<file path="config.mk">
export PLATFORM = sky130hd
export DESIGN_NAME = bbs_stream
export DESIGN_NICKNAME = d
export VERILOG_FILES = /design/src/rtl/bbs_pkg.sv /design/src/rtl/bbs_modmul.sv /design/src/rtl/bbs_stream.sv
export SDC_FILE = /design/constraint.sdc
export NUM_CORES = 1
export LEC_CHECK = 0
export CORE_ASPECT_RATIO = 0.6
export CORE_MARGIN = 10
export CORE_UTILIZATION = 45
export DETAILED_ROUTE_END_ITERATION = 6
export SYNTH_ARGS = -nofsm -noshare
export SYNTH_HDL_FRONTEND = slang
export SYNTH_SLANG_ARGS = --single-unit
</file>
<file path="constraint.sdc">
create_clock -name clk -period 13.7 [get_ports clk]
set_input_delay 2.74 -clock clk [delete_from_list [all_inputs] [get_ports clk]]
set_output_delay 2.74 -clock clk [all_outputs]
set_load 0.005 [all_outputs]
</file>
<file path="src/rtl/bbs_pkg.sv">
// Shared types and helpers for the Blum-Blum-Shub stream generator.
package bbs_pkg;

    // Top-level controller states.
    typedef enum logic [1:0] {
        ST_IDLE  = 2'd0,
        ST_CHECK = 2'd1,
        ST_SQ    = 2'd2,
        ST_OUT   = 2'd3
    } bbs_state_e;

    // Width of the default 16-bit configuration's modular accumulator.
    localparam int BBS_ACC_W_DEFAULT = 17;

    // The accumulator holds values below 2*M, so it needs one bit beyond the state width.
    function automatic int acc_width(input int w);
        return w + 1;
    endfunction

    // Legal configuration: M odd, 3 <= M < 2^W, 1 <= B <= W.
    function automatic bit params_ok(input int w, input int m, input int b);
        longint lim;
        lim = longint'(1) << w;
        return (w >= 2) && (w <= 31) && (m >= 3) && ((m % 2) == 1) &&
               (longint'(m) < lim) && (b >= 1) && (b <= w);
    endfunction

endpackage

</file>
<file path="src/rtl/bbs_modmul.sv">
// Bit-serial modular squarer: result = x*x mod M, MSB-first interleaved, W cycles.
// done_o is high during the last working cycle and result_o is valid then,
// so the caller can capture the result on the same edge that finishes the job.
module bbs_modmul
    import bbs_pkg::*;
#(
    parameter int W = 16,
    parameter int M = 253
) (
    input  logic         clk,
    input  logic         rst_ni,
    input  logic         start_i,
    input  logic [W-1:0] x_i,
    output logic         done_o,
    output logic [W-1:0] result_o
);

    localparam int AW = acc_width(W);
    localparam int CW = (W > 1) ? $clog2(W) : 1;
    localparam logic [AW-1:0] M_A = AW'(M);

    logic [AW-1:0] acc_q;
    logic [W-1:0]  op_q;
    logic [CW-1:0] cnt_q;
    logic          busy_q;

    logic [AW-1:0] dbl;
    logic [AW-1:0] dbl_red;
    logic [AW-1:0] add;
    logic [AW-1:0] add_red;
    logic [AW-1:0] acc_d;

    // One interleaved step: double and reduce, then conditionally add x and reduce.
    always_comb begin
        dbl     = acc_q << 1;
        dbl_red = (dbl >= M_A) ? (dbl - M_A) : dbl;
        add     = dbl_red + {1'b0, op_q};
        add_red = (add >= M_A) ? (add - M_A) : add;
        acc_d   = op_q[cnt_q] ? add_red : dbl_red;
    end

    assign done_o   = busy_q && (cnt_q == '0);
    assign result_o = acc_d[W-1:0];

    // Operand latch, accumulator and bit counter walking from bit W-1 down to bit 0.
    always_ff @(posedge clk or negedge rst_ni) begin
        if (!rst_ni) begin
            acc_q  <= '0;
            op_q   <= '0;
            cnt_q  <= '0;
            busy_q <= 1'b0;
        end else if (start_i) begin
            acc_q  <= '0;
            op_q   <= x_i;
            cnt_q  <= CW'(W - 1);
            busy_q <= 1'b1;
        end else if (busy_q) begin
            acc_q <= acc_d;
            if (cnt_q == '0) begin
                busy_q <= 1'b0;
            end else begin
                cnt_q <= cnt_q - 1'b1;
            end
        end
    end

endmodule

</file>
<file path="src/rtl/bbs_stream.sv">
// Blum-Blum-Shub stream generator: validates seeds with a subtractive GCD against M,
// then repeatedly squares the state modulo M and streams its low B bits.
module bbs_stream
    import bbs_pkg::*;
#(
    parameter int W = 16,
    parameter int M = 253,
    parameter int B = 1
) (
    input  logic         clk,
    input  logic         reset,
    input  logic [W-1:0] seed_in,
    input  logic         seed_valid,
    output logic         seed_ready,
    output logic         seed_err,
    output logic [B-1:0] out_data,
    output logic         out_valid,
    input  logic         out_ready,
    output logic         busy,
    output logic [W-1:0] x_out
);

    localparam logic [W-1:0] M_W = W'(M);

    if (!params_ok(W, M, B)) begin : g_param_err
        $error("bbs_stream: illegal W/M/B combination");
    end

    bbs_state_e   state_q, state_d;
    logic [W-1:0] x_q, x_d;
    logic [W-1:0] a_q, a_d;
    logic [W-1:0] b_q, b_d;
    logic         seed_err_q, seed_err_d;

    logic         mul_start;
    logic         mul_done;
    logic [W-1:0] mul_result;
    logic         seed_ok;

    assign seed_ok = (seed_in >= W'(2)) && (seed_in < M_W);

    bbs_modmul #(
        .W (W),
        .M (M)
    ) u_modmul (
        .clk      (clk),
        .rst_ni   (reset),
        .start_i  (mul_start),
        .x_i      (x_q),
        .done_o   (mul_done),
        .result_o (mul_result)
    );

    // Next-state logic: seed intake, Euclid steps, squaring hand-off and stream handshake.
    always_comb begin
        state_d    = state_q;
        x_d        = x_q;
        a_d        = a_q;
        b_d        = b_q;
        seed_err_d = 1'b0;
        mul_start  = 1'b0;
        case (state_q)
            ST_IDLE: begin
                if (seed_valid) begin
                    if (seed_ok) begin
                        x_d     = seed_in;
                        a_d     = seed_in;
                        b_d     = M_W;
                        state_d = ST_CHECK;
                    end else begin
                        seed_err_d = 1'b1;
                    end
                end
            end
            ST_CHECK: begin
                if (a_q == b_q) begin
                    if (a_q == W'(1)) begin
                        state_d   = ST_SQ;
                        mul_start = 1'b1;
                    end else begin
                        seed_err_d = 1'b1;
                        state_d    = ST_IDLE;
                    end
                end else if (a_q > b_q) begin
                    a_d = a_q - b_q;
                end else begin
                    b_d = b_q - a_q;
                end
            end
            ST_SQ: begin
                if (mul_done) begin
                    x_d     = mul_result;
                    state_d = ST_OUT;
                end
            end
            ST_OUT: begin
                // A new seed always wins over squaring; the current word still
                // transfers if the consumer happens to be ready on the same edge.
                if (seed_valid) begin
                    if (seed_ok) begin
                        x_d     = seed_in;
                        a_d     = seed_in;
                        b_d     = M_W;
                        state_d = ST_CHECK;
                    end else begin
                        seed_err_d = 1'b1;
                        state_d    = ST_IDLE;
                    end
                end else if (out_ready) begin
                    state_d   = ST_SQ;
                    mul_start = 1'b1;
                end
            end
            default: state_d = ST_IDLE;
        endcase
    end

    // State, working registers and the registered reject pulse.
    always_ff @(posedge clk or negedge reset) begin
        if (!reset) begin
            state_q    <= ST_IDLE;
            x_q        <= '0;
            a_q        <= '0;
            b_q        <= '0;
            seed_err_q <= 1'b0;
        end else begin
            state_q    <= state_d;
            x_q        <= x_d;
            a_q        <= a_d;
            b_q        <= b_d;
            seed_err_q <= seed_err_d;
        end
    end

    assign seed_ready = (state_q == ST_IDLE) || (state_q == ST_OUT);
    assign seed_err   = seed_err_q;
    assign out_valid  = (state_q == ST_OUT);
    assign out_data   = x_q[B-1:0];
    assign busy       = (state_q == ST_CHECK) || (state_q == ST_SQ);
    assign x_out      = x_q;

endmodule

</file>
* Yosys cells after proc, flatten, opt, wreduce, memory -nomap -nowiden *
Cells that the tools add are included.

operators by class
  add/sub/neg operators = 6
  order comparisons = 6
  equal/unequal tests = 16
  multiplexer cells = 44
  reduce and logical (&&, ||, !) cells = 15

operators with widths
  operator                                                                              number
  16-bit two-way mux                                                                    13
  16-bit one-hot mux with 2 select lines                                                3
  17-bit by 8-bit greater-or-equal comparator with 1-bit output, second input constant  2
  16-bit subtractor                                                                     2
  17-bit by 16-bit adder with 17-bit output                                             1
  17-bit two-way mux                                                                    1
  17-bit by 8-bit subtractor with 17-bit output, second input constant                  1
  16-bit by 1-bit equality test with 1-bit output, second input constant                1
  16-bit equality test                                                                  1
  16-bit by 2-bit greater-or-equal comparator with 1-bit output, second input constant  1
  16-bit greater-than comparator                                                        1
  16-bit by 8-bit < comparator with 1-bit output, second input constant                 1
  2-bit inequality test, second input constant                                          8
  16-bit by 8-bit subtractor with 16-bit output, second input constant                  1
  5-bit AND reduction                                                                   3
  2-bit two-way mux                                                                     7
  1-bit two-way mux                                                                     13
  4-bit two-way mux                                                                     3
  2-bit one-hot mux with 4 select lines                                                 1
  2-bit nonzero test                                                                    3
  4-bit by 5-bit < comparator with 1-bit output, second input constant                  1
  1-bit binary-select mux with 4-bit select                                             1
  2-bit equality test, second input constant                                            2
  4-bit logical NOT                                                                     1
  other kinds (11)                                                                      15

storage, ports and cells
  register bits = 88
  input port bits = 20
  output and inout bits = 21
  logic and storage cells = 96

* Depth between registers and ports, before layout *
Gate-level depths: netlist (run 1).

  depth in word-level cells = 8
  depth in mapped cells = 20
  depth with buffers taken out = 18

* By module *
A second synthesis (run 1) with hierarchy kept.

unflattened totals
  cells, all modules = 908
  area total of the unflattened synthesis = 7838.8 µm²

by module, submodules not included
  module      instances  cells an instance  area each (µm²)  sequential area each (µm²)
  bbs_stream  1          470                3986.3           1276.2
  bbs_modmul  1          438                3852.4           925.9

* Least setup slack after synthesis (run 1) *
Ideal clock, no wire load.

  kind = flip-flop to flip-flop
  start = reg u_modmul.acc_q[10]
  end = reg x_q[1] (netlist: x_out[1])
  setup time = 65 ps
  arrival = 4755 ps
  required time = 13635 ps
  path slack = 8880 ps
  cell stages (with the launch flop) = 19
  path buffers = 2
  period minus slack after synthesis = 4820 ps
  cell sequence = dfrtp_1 > or4_4 > nor4_4 > nor2b_1 > nand2_1 > clkbuf_1 > xor2_1 > inv_1 > fa_1 > nand3b_1 > a211oi_1 > o311ai_0 > and3_1 > nor4_1 > nand4_1 > buf_2 > o311a_1 > o311ai_1 > o21a_1

between the ends
  word-level cells in the longest chain between the ends = 8
  elaborated cells on any way between the ends = 10
  those cells by class = add/sub (3); order compare (2); mux (5)

ends and longest elaborated chain
  item                                                                                                                            RTL line           text
  start, declared                                                                                                                 bbs_modmul.sv:22   logic [AW-1:0] acc_q;
  start signal, assigned                                                                                                          bbs_modmul.sv:48   acc_q <= '0;
  start signal, assigned                                                                                                          bbs_modmul.sv:53   acc_q <= '0;
  start signal, assigned                                                                                                          bbs_modmul.sv:58   acc_q <= acc_d;
  17-bit by 8-bit subtractor with 17-bit output or 17-bit by 8-bit greater-or-equal comparator with 1-bit output (tied branches)  bbs_modmul.sv:36   dbl_red = (dbl >= M_A) ? (dbl - M_A) : dbl;
  17-bit two-way mux (*)                                                                                                          bbs_modmul.sv:36
  17-bit by 16-bit adder with 17-bit output                                                                                       bbs_modmul.sv:37   add = dbl_red + {1'b0, op_q};
  17-bit by 8-bit greater-or-equal comparator with 1-bit output or 16-bit by 8-bit subtractor with 16-bit output (tied branches)  bbs_modmul.sv:38   add_red = (add >= M_A) ? (add - M_A) : add;
  16-bit two-way mux                                                                                                              bbs_modmul.sv:38
  16-bit two-way mux (*)                                                                                                          bbs_modmul.sv:39   acc_d = op_q[cnt_q] ? add_red : dbl_red;
  16-bit two-way mux (*)                                                                                                          bbs_stream.sv:91   if (mul_done) begin
  16-bit one-hot mux with 2 select lines (*)                                                                                      bbs_stream.sv:62   case (state_q)
  end signal, assigned                                                                                                            bbs_stream.sv:122  x_q <= '0;
  end signal, assigned                                                                                                            bbs_stream.sv:128  x_q <= x_d;
  end, declared                                                                                                                   bbs_stream.sv:30   logic [W-1:0] x_q, x_d;

Mark *: on every way between the ends. The rest lies on a longest branch, timed or not. The select of a mux whose other input is x is not followed.
A chain may end at the register's enable or synchronous reset.

* Final worst setup path (run 1) *
  start = in seed_in[12]
  end = reg x_q[12] (netlist: x_out[12])

between the ends
  word-level cells in the longest chain between the ends = 4
  elaborated cells on any way between the ends = 8
  those cells by class = order compare (2); eq/ne (1); mux (3); reduce/logical (2)

ends and longest elaborated chain
  item                                                                                                                             RTL line          text
  start, declared                                                                                                                  bbs_stream.sv:12  input logic [W-1:0] seed_in,
  16-bit by 2-bit greater-or-equal comparator with 1-bit output or 16-bit by 8-bit < comparator with 1-bit output (tied branches)  bbs_stream.sv:40  assign seed_ok = (seed_in >= W'(2)) && (seed_in < M_W);
  1-bit logical AND                                                                                                                bbs_stream.sv:40
  2-bit by 1-bit inequality test with 1-bit output (no line)                                                                       --
  4-bit AND reduction (no line)                                                                                                    --

Parallel ways exist; a longest one is shown, timed or not. The select of a mux whose other input is x is not followed.

==> results of run 1 <==
[metrics by stage]
stage	hold WS, ps	util, %	setup WS (ps)
detailed placement	473	50.3	7570
global route	540	52.0	7310
finish	487	52.0	7790
CTS	489	52.0	7910
floorplan	449	-	8880
global placement	467	50.3	7620
[cells in the final DEF (no fill, tap or decap), drive strengths merged, types with 5 or more instances in the layout]
cell,synthesis,routed
nand2,122,122
dfrtp,88,88
nor2,69,69
a21oi,64,64
inv,59,62
ha,60,60
o21ai,55,55
xnor2,39,39
clkdlybuf4s50,0,39
nor3,21,21
nor4,19,19
xor2,17,17
nand2b,17,17
nor2b,15,15
nand3,15,15
a21o,15,15
and3,11,11
mux2i,11,11
o31ai,11,11
nand4,10,10
clkbuf,36,9
buf,4,9
a31oi,9,9
o211ai,9,9
a211oi,8,8
or2,8,8
o21a,7,7
o21bai,7,7
o22ai,7,7
and2,6,6
or3,6,6
o2111ai,5,5
or4,5,5
[flip-flops by register name (all words and copies together) (netlist names)]
name	flops
u_modmul.acc_q	16
b_q	16
u_modmul.op_q	16
seed_err	1
u_modmul.cnt_q	4
u_modmul.busy_q	1
x_out	16
state_q	2
a_q	16
[cells by family (layout without fill, tap and decap cells)]
logic type / after synthesis / in the layout / share of synthesized area [%]
AO/OA/AOI/OAI: 227 / 227 / 20.2
XOR/XNOR: 56 / 56 / 6.77
buffers and inverters: 99 / 122 / 5.23
adder cells (fa/ha/maj): 63 / 63 / 11.2
AND/OR/NAND/NOR: 335 / 335 / 22.9
flip-flops: 88 / 88 / 30.4
multiplexers: 18 / 18 / 3.23
[final cells by class]
class | instances | share of cell area, %
multi-input cells | 699 | 57.8
flip-flops and latches | 88 | 27.2
repair buffers | 48 | 5.66
well taps | 203 | 3.14
clock buffers | 9 | 2.78
inverters | 59 | 2.74
clock inverters | 6 | 0.634
[path summary, 6_finish.rpt]
kind	start	to	slack (ps)
worst max-delay path	seed_in[12]	x_out[12]	7790
min in group asynchronous	reset	b_q[13]	2400
worst min-delay path	b_q[15]	b_q[15]	490
worst min register to register	b_q[15]	b_q[15]	490
worst max register to register	u_modmul.acc_q[10]	u_modmul.acc_q[3]	7810
max in group asynchronous	reset	x_out[9]	10270
[critical path, stage by stage]
cell and delay, ps:
clkdlybuf4s50_1 400, nor4_1 370, nand2_1 140, nor3_1 270, and2_1 200, nor2_1 90, nor2_1 830, nand2_1 590
nor2_1 300, a22oi_1 100, o21ai_0 120
[layer usage]
metal	up-vias	wire, um	GRT usage [%]
met1	3193	11500	30.8
li1	3167	-	-
met5	-	0	0
met4	0	108	2.24
met2	223	8290	25.8
met3	11	1680	4.80
==> impl_metrics.csv, run 1 <==
group,metric,value,unit
sta,finClkSkew,11.0,ps
placed_design,place_hpwl,16800,um
yosys,synth_common_cells,"nand2_1 (122), dfrtp_1 (88), nor2_1 (68)",
critical_path,cp_max_fo,12,
cells_and_area,antenna_cells,0,
worst_hold_path,hold_class,"reg -> reg",
critical_path,crit_path_end_kind,"flop",
die,core_area,15500,um^2
clock_tree,ctsResizeCount,0,
clock_tree,root_buffer,"clkbuf_16",
yosys,synth_nets,969,
sta,grt_setup_unrepaired,"no",
yosys,synth_top_area_share,30.4,%
flow_run,maxCapViolCount,0,
sta,worst_slew_pin_slew,1080,ps
sta,setup_violations,0,
placed_design,dp_cells,1097,
sta,max_slew_margin,27.8,%
drt,wl_per_cell,19.4,um
run_status,status,"finished, final reports clean",
yosys,synth_edf_count,0,
placed_design,placed_area,7810,um^2
yosys,synth-seq-cells,88,
clock_tree,clk_pin_slew_worst_paths,70,ps
critical_path,cp.required,13950,ps
critical_path,startpoint_type,"primary input",
yosys,avgSynthCellArea,8.17,um^2
cells_and_area,areaGrowthSynthToFinish,11.7,%
yosys,async_reset_ff_share,100,%
yosys,yosys_warnings,0,
sta,setup_tns,0,ps
grt,grt_max_degree,46,
clock_tree,numClockSinks,88,
yosys,yosysMostFrequentCell,"nand2_1",
yosys,synth.area.top_cells,"dfrtp_1 (30%), ha_1 (10%), nand2_1 (6.3%)",
drt,ant_nets,0,
grt,grt_util_all_layers,19.4,%
drt,drt-initial-drc-count,661,
sta,timing.fmax,169,MHz
grt,antenna_found_initial,0,
drt,via_per_inst,5.93,
cells_and_area,nets,988,
die,die_y,118,um
sta,finalCritPeriodShare,43.1,%
yosys,synth_area_leader_cell,"dfrtp_1",
clock_tree,cts_setup_buffers,0,
cells_and_area,multi_input_area,4680,um^2
grt,grt_pass1_vias,6108,
cells_and_area,ff_latch_area,2200,um^2
sta,drv_slew,0,
clock_tree,clockBufferDepth,2,
yosys,yosysSeqAreaShare,30.4,%
die,die_w,184,um
yosys,syn-cell-area,7240,um^2
cells_and_area,drive_above_1_share,6.16,%
drt,dr.pass1.iters,5,
cells_and_area,fillers,1475,
drt,wl,21600,um
critical_path,critPathKind,"in -> reg",
drt,vias,6594,
die,dieArea,21700,um^2
critical_path,rr_worst_depth,17,
cells_and_area,final_area,8090,um^2
critical_path,arrival,6160,ps
yosys,syn_inst,886,
cells_and_area,layout.cells.non_filler,1112,
clock_tree,numCtsBuffers,9,
clock_tree,cts-htree-levels,3,
placed_design,routabilityCongestion,0.897,
worst_hold_path,whs_path_depth,2,
sta,finalHoldViolCount,0,
yosys,synthFlopType,"dfrtp_1",
placed_design,port-buffer-count,40,
yosys,ys_types,71,
die,rows,35,
drt,drc,0,
sta,fin_crit,5910,ps
clock_tree,cts_tree,"built",
clock_tree,insertion_delay,350,ps
die,start_util,46.6,%
grt,grt.overflow.total,0,
die,io_pins,41,
grt,grt_pass1_wl,34300,um
clock_tree,hold_buffers,0,
Power of run 1 is not shown: default switching activity piles up to over one toggle a cycle in this logic, so the estimate is an artifact.
==> run 2, diff against run 1 <==
--- a/config.mk
+++ b/config.mk
@@ -9,6 +9,7 @@
 export CORE_MARGIN = 10
 export CORE_UTILIZATION = 45
 export DETAILED_ROUTE_END_ITERATION = 6
+export PLACE_DENSITY = 0.65
 export SYNTH_ARGS = -nofsm -noshare
 export SYNTH_HDL_FRONTEND = slang
 export SYNTH_SLANG_ARGS = --single-unit
==> constraint.sdc (replaced) <==
create_clock -name clk -period 5.2 [get_ports clk]
set_input_delay 1.04 -clock clk [delete_from_list [all_inputs] [get_ports clk]]
set_output_delay 1.04 -clock clk [all_outputs]
set_load 0.005 [all_outputs]
==> run 2 against run 1 <==
  * Clock skew grew 0.53 ps
  * Global-route usage fell by 0.13 points
  * Cell count grew 3.0%
  * Wire length is 0.16% lower
  * First-iteration DRC count up 32%
  * Die area unchanged
  * Worst setup slack got worse by 7600 ps
  * Via count grew 1.9%
  * Clock-buffer cell count is 1 higher
  * Hold slack improved by 20 ps
  * Register-to-register slack worse by 7600 ps
  * Critical endpoint is now u_modmul.acc_q[4]
==> impl_metrics.csv, run 2 (same netlist as run 1, synthesis figures left out) <==
group,metric,value,unit
die,io_pins,41,
grt,grt_pass1_wl,34000,um
drt,vias,6722,
clock_tree,cts-htree-levels,3,
sta,worst_slew_pin_slew,1140,ps
cells_and_area,nets,1020,
die,rows,35,
sta,grt_setup_unrepaired,"yes",
sta,finalHoldViolCount,0,
clock_tree,hold_buffers,0,
cells_and_area,areaGrowthSynthToFinish,17.6,%
sta,setup_violations,0,
die,core_area,15500,um^2
cells_and_area,final_common_cell,"nand2_1",
clock_tree,clk_pin_slew_worst_paths,70,ps
clock_tree,numClockSinks,88,
placed_design,routabilityCongestion,0.926,
sta,max_slew_margin,22.1,%
die,die_w,184,um
cells_and_area,final_cell_mix,"nand2_1 (121), dfrtp_1 (88), nor2_1 (68)",
drt,ant_nets,0,
critical_path,critPathKind,"reg -> reg",
critical_path,ff2ff_setup_slack,200,ps
critical_path,max_stage_delay,580,ps
worst_hold_path,hold_class,"reg -> reg",
critical_path,startpoint,"u_modmul.acc_q[8]",
placed_design,dp_cells,1117,
clock_tree,cts_tree,"built",
critical_path,arrival,5260,ps
placed_design,place_hpwl,16400,um
grt,grt_max_degree,48,
critical_path,cp_max_fo,7,
critical_path,crit_chain,"or4_4, nor4_4, nor2b_4, nand2_4, mux2_2, ha_1, a21oi_1, a211oi_2, buf_4, o311ai_2, buf_4, nand2_1, a221o_1, o211ai_4, buf_12, o21ai_2, or3_1, a31o_2, o22ai_1",
worst_hold_path,hp-start,"x_out[15]",
die,start_util,46.6,%
grt,grt_pass1_vias,5934,
cells_and_area,antenna_cells,0,
die,dieArea,21700,um^2
grt,grt_util_all_layers,19.3,%
cells_and_area,layout.cells.non_filler,1145,
critical_path,crit_path_end_kind,"flop",
sta,finClkSkew,11.6,ps
clock_tree,insertion_delay,350,ps
sta,fin_crit,5000,ps
drt,drc,0,
worst_hold_path,min_to,"u_modmul.op_q[15]",
clock_tree,numCtsBuffers,9,
critical_path,crit_buf_inv,3,
drt,dr.pass1.iters,5,
critical_path,reg2reg_from,"u_modmul.acc_q[8]",
cells_and_area,drive_above_1_share,11.6,%
grt,grt.overflow.total,0,
critical_path,startpoint_type,"flop",
critical_path,rr_worst_depth,19,
critical_path,crit_family,"compound AO/OA/AOI/OAI gates",
drt,wl,21500,um
die,die_y,118,um
sta,timing.fmax,200,MHz
sta,finalCritPeriodShare,96.2,%
critical_path,crit_top_cell,"buf_4",
drt,via_per_inst,5.87,
critical_path,cp.required,5460,ps
sta,drv_slew,0,
drt,wl_per_cell,18.8,um
critical_path,cp_slowest_cell,"or4_4",
drt,drt-initial-drc-count,871,
clock_tree,root_buffer,"clkbuf_16",
run_status,status,"finished, final reports clean",
worst_hold_path,whs_path_depth,2,
cells_and_area,postLayoutCoreUtil,54.8,%
critical_path,timing.rr.end,"u_modmul.acc_q[4]",
placed_design,port-buffer-count,40,
clock_tree,clockBufferDepth,2,
flow_run,maxCapViolCount,0,
grt,antenna_found_initial,0,
run 2: cell count changes in the layout (fill, tap and decap cells not counted), moves of 3 or more:
cell and change:
buf_4 +26, o21ai_0 -3, o21ai_1 +3, o2111ai_1 -3
buf_6 +3
run 2: worst max path at each step:
stage	to	slack, ps	depth (start not counted)
after global routing	u_modmul.acc_q[12]	-30	19
after detailed placement	u_modmul.acc_q[12]	-50	21
after global placement	u_modmul.acc_q[2]	70	19
after floorplan	x_out[1]	380	18
after CTS	u_modmul.acc_q[12]	40	21
final	u_modmul.acc_q[4]	200	19
run 2: cell type report:
class	count	area [um^2]
clock buffers	10	229
clock inverters	6	50.0
fillers	1443	7030
inverters	59	221
multi-input cells	700	4850
flip-flops and latches	88	2200
well taps	203	254
repair buffers	79	712
run 2: timing repair:
item / 4_1_cts / 5_1_grt
endpoints found under the hold margin: 0 / 0
buffers inserted: 0 / 10
cloned: 0 / 2
pin swaps: 0 / 15
gates resized for setup: 2 / 32
endpoints found under the setup margin: 6 / 31
run 2: worst min-delay path, cell delays in order (launching register included):
cell and delay, ps:
dfrtp_1 370, nand2_1 60, nand2_1 50
run 2: per-layer routing:
metal	vias up	track usage, %	share of wire, %
li1	3239	-	-
met1	3215	33.1	54
met2	258	23.3	37
met3	10	3.79	8.7
met4	0	2.09	0.47
met5	-	0	0
run 2: metrics by stage:
stage / instance area [um^2] / hold slack (ps) / setup WS (ps) / TNS, ps
global placement: 7960 / 471 / 72.6 / 0
finish: 8520 / 507 / 200 / 0
global route: 8520 / 536 / -28.8 / -108
floorplan: 7240 / 449 / 380 / 0
CTS: 8250 / 513 / 41.0 / 0
detailed placement: 7960 / 467 / -50.6 / -54.3
Power of run 2 is left out for the same reason.
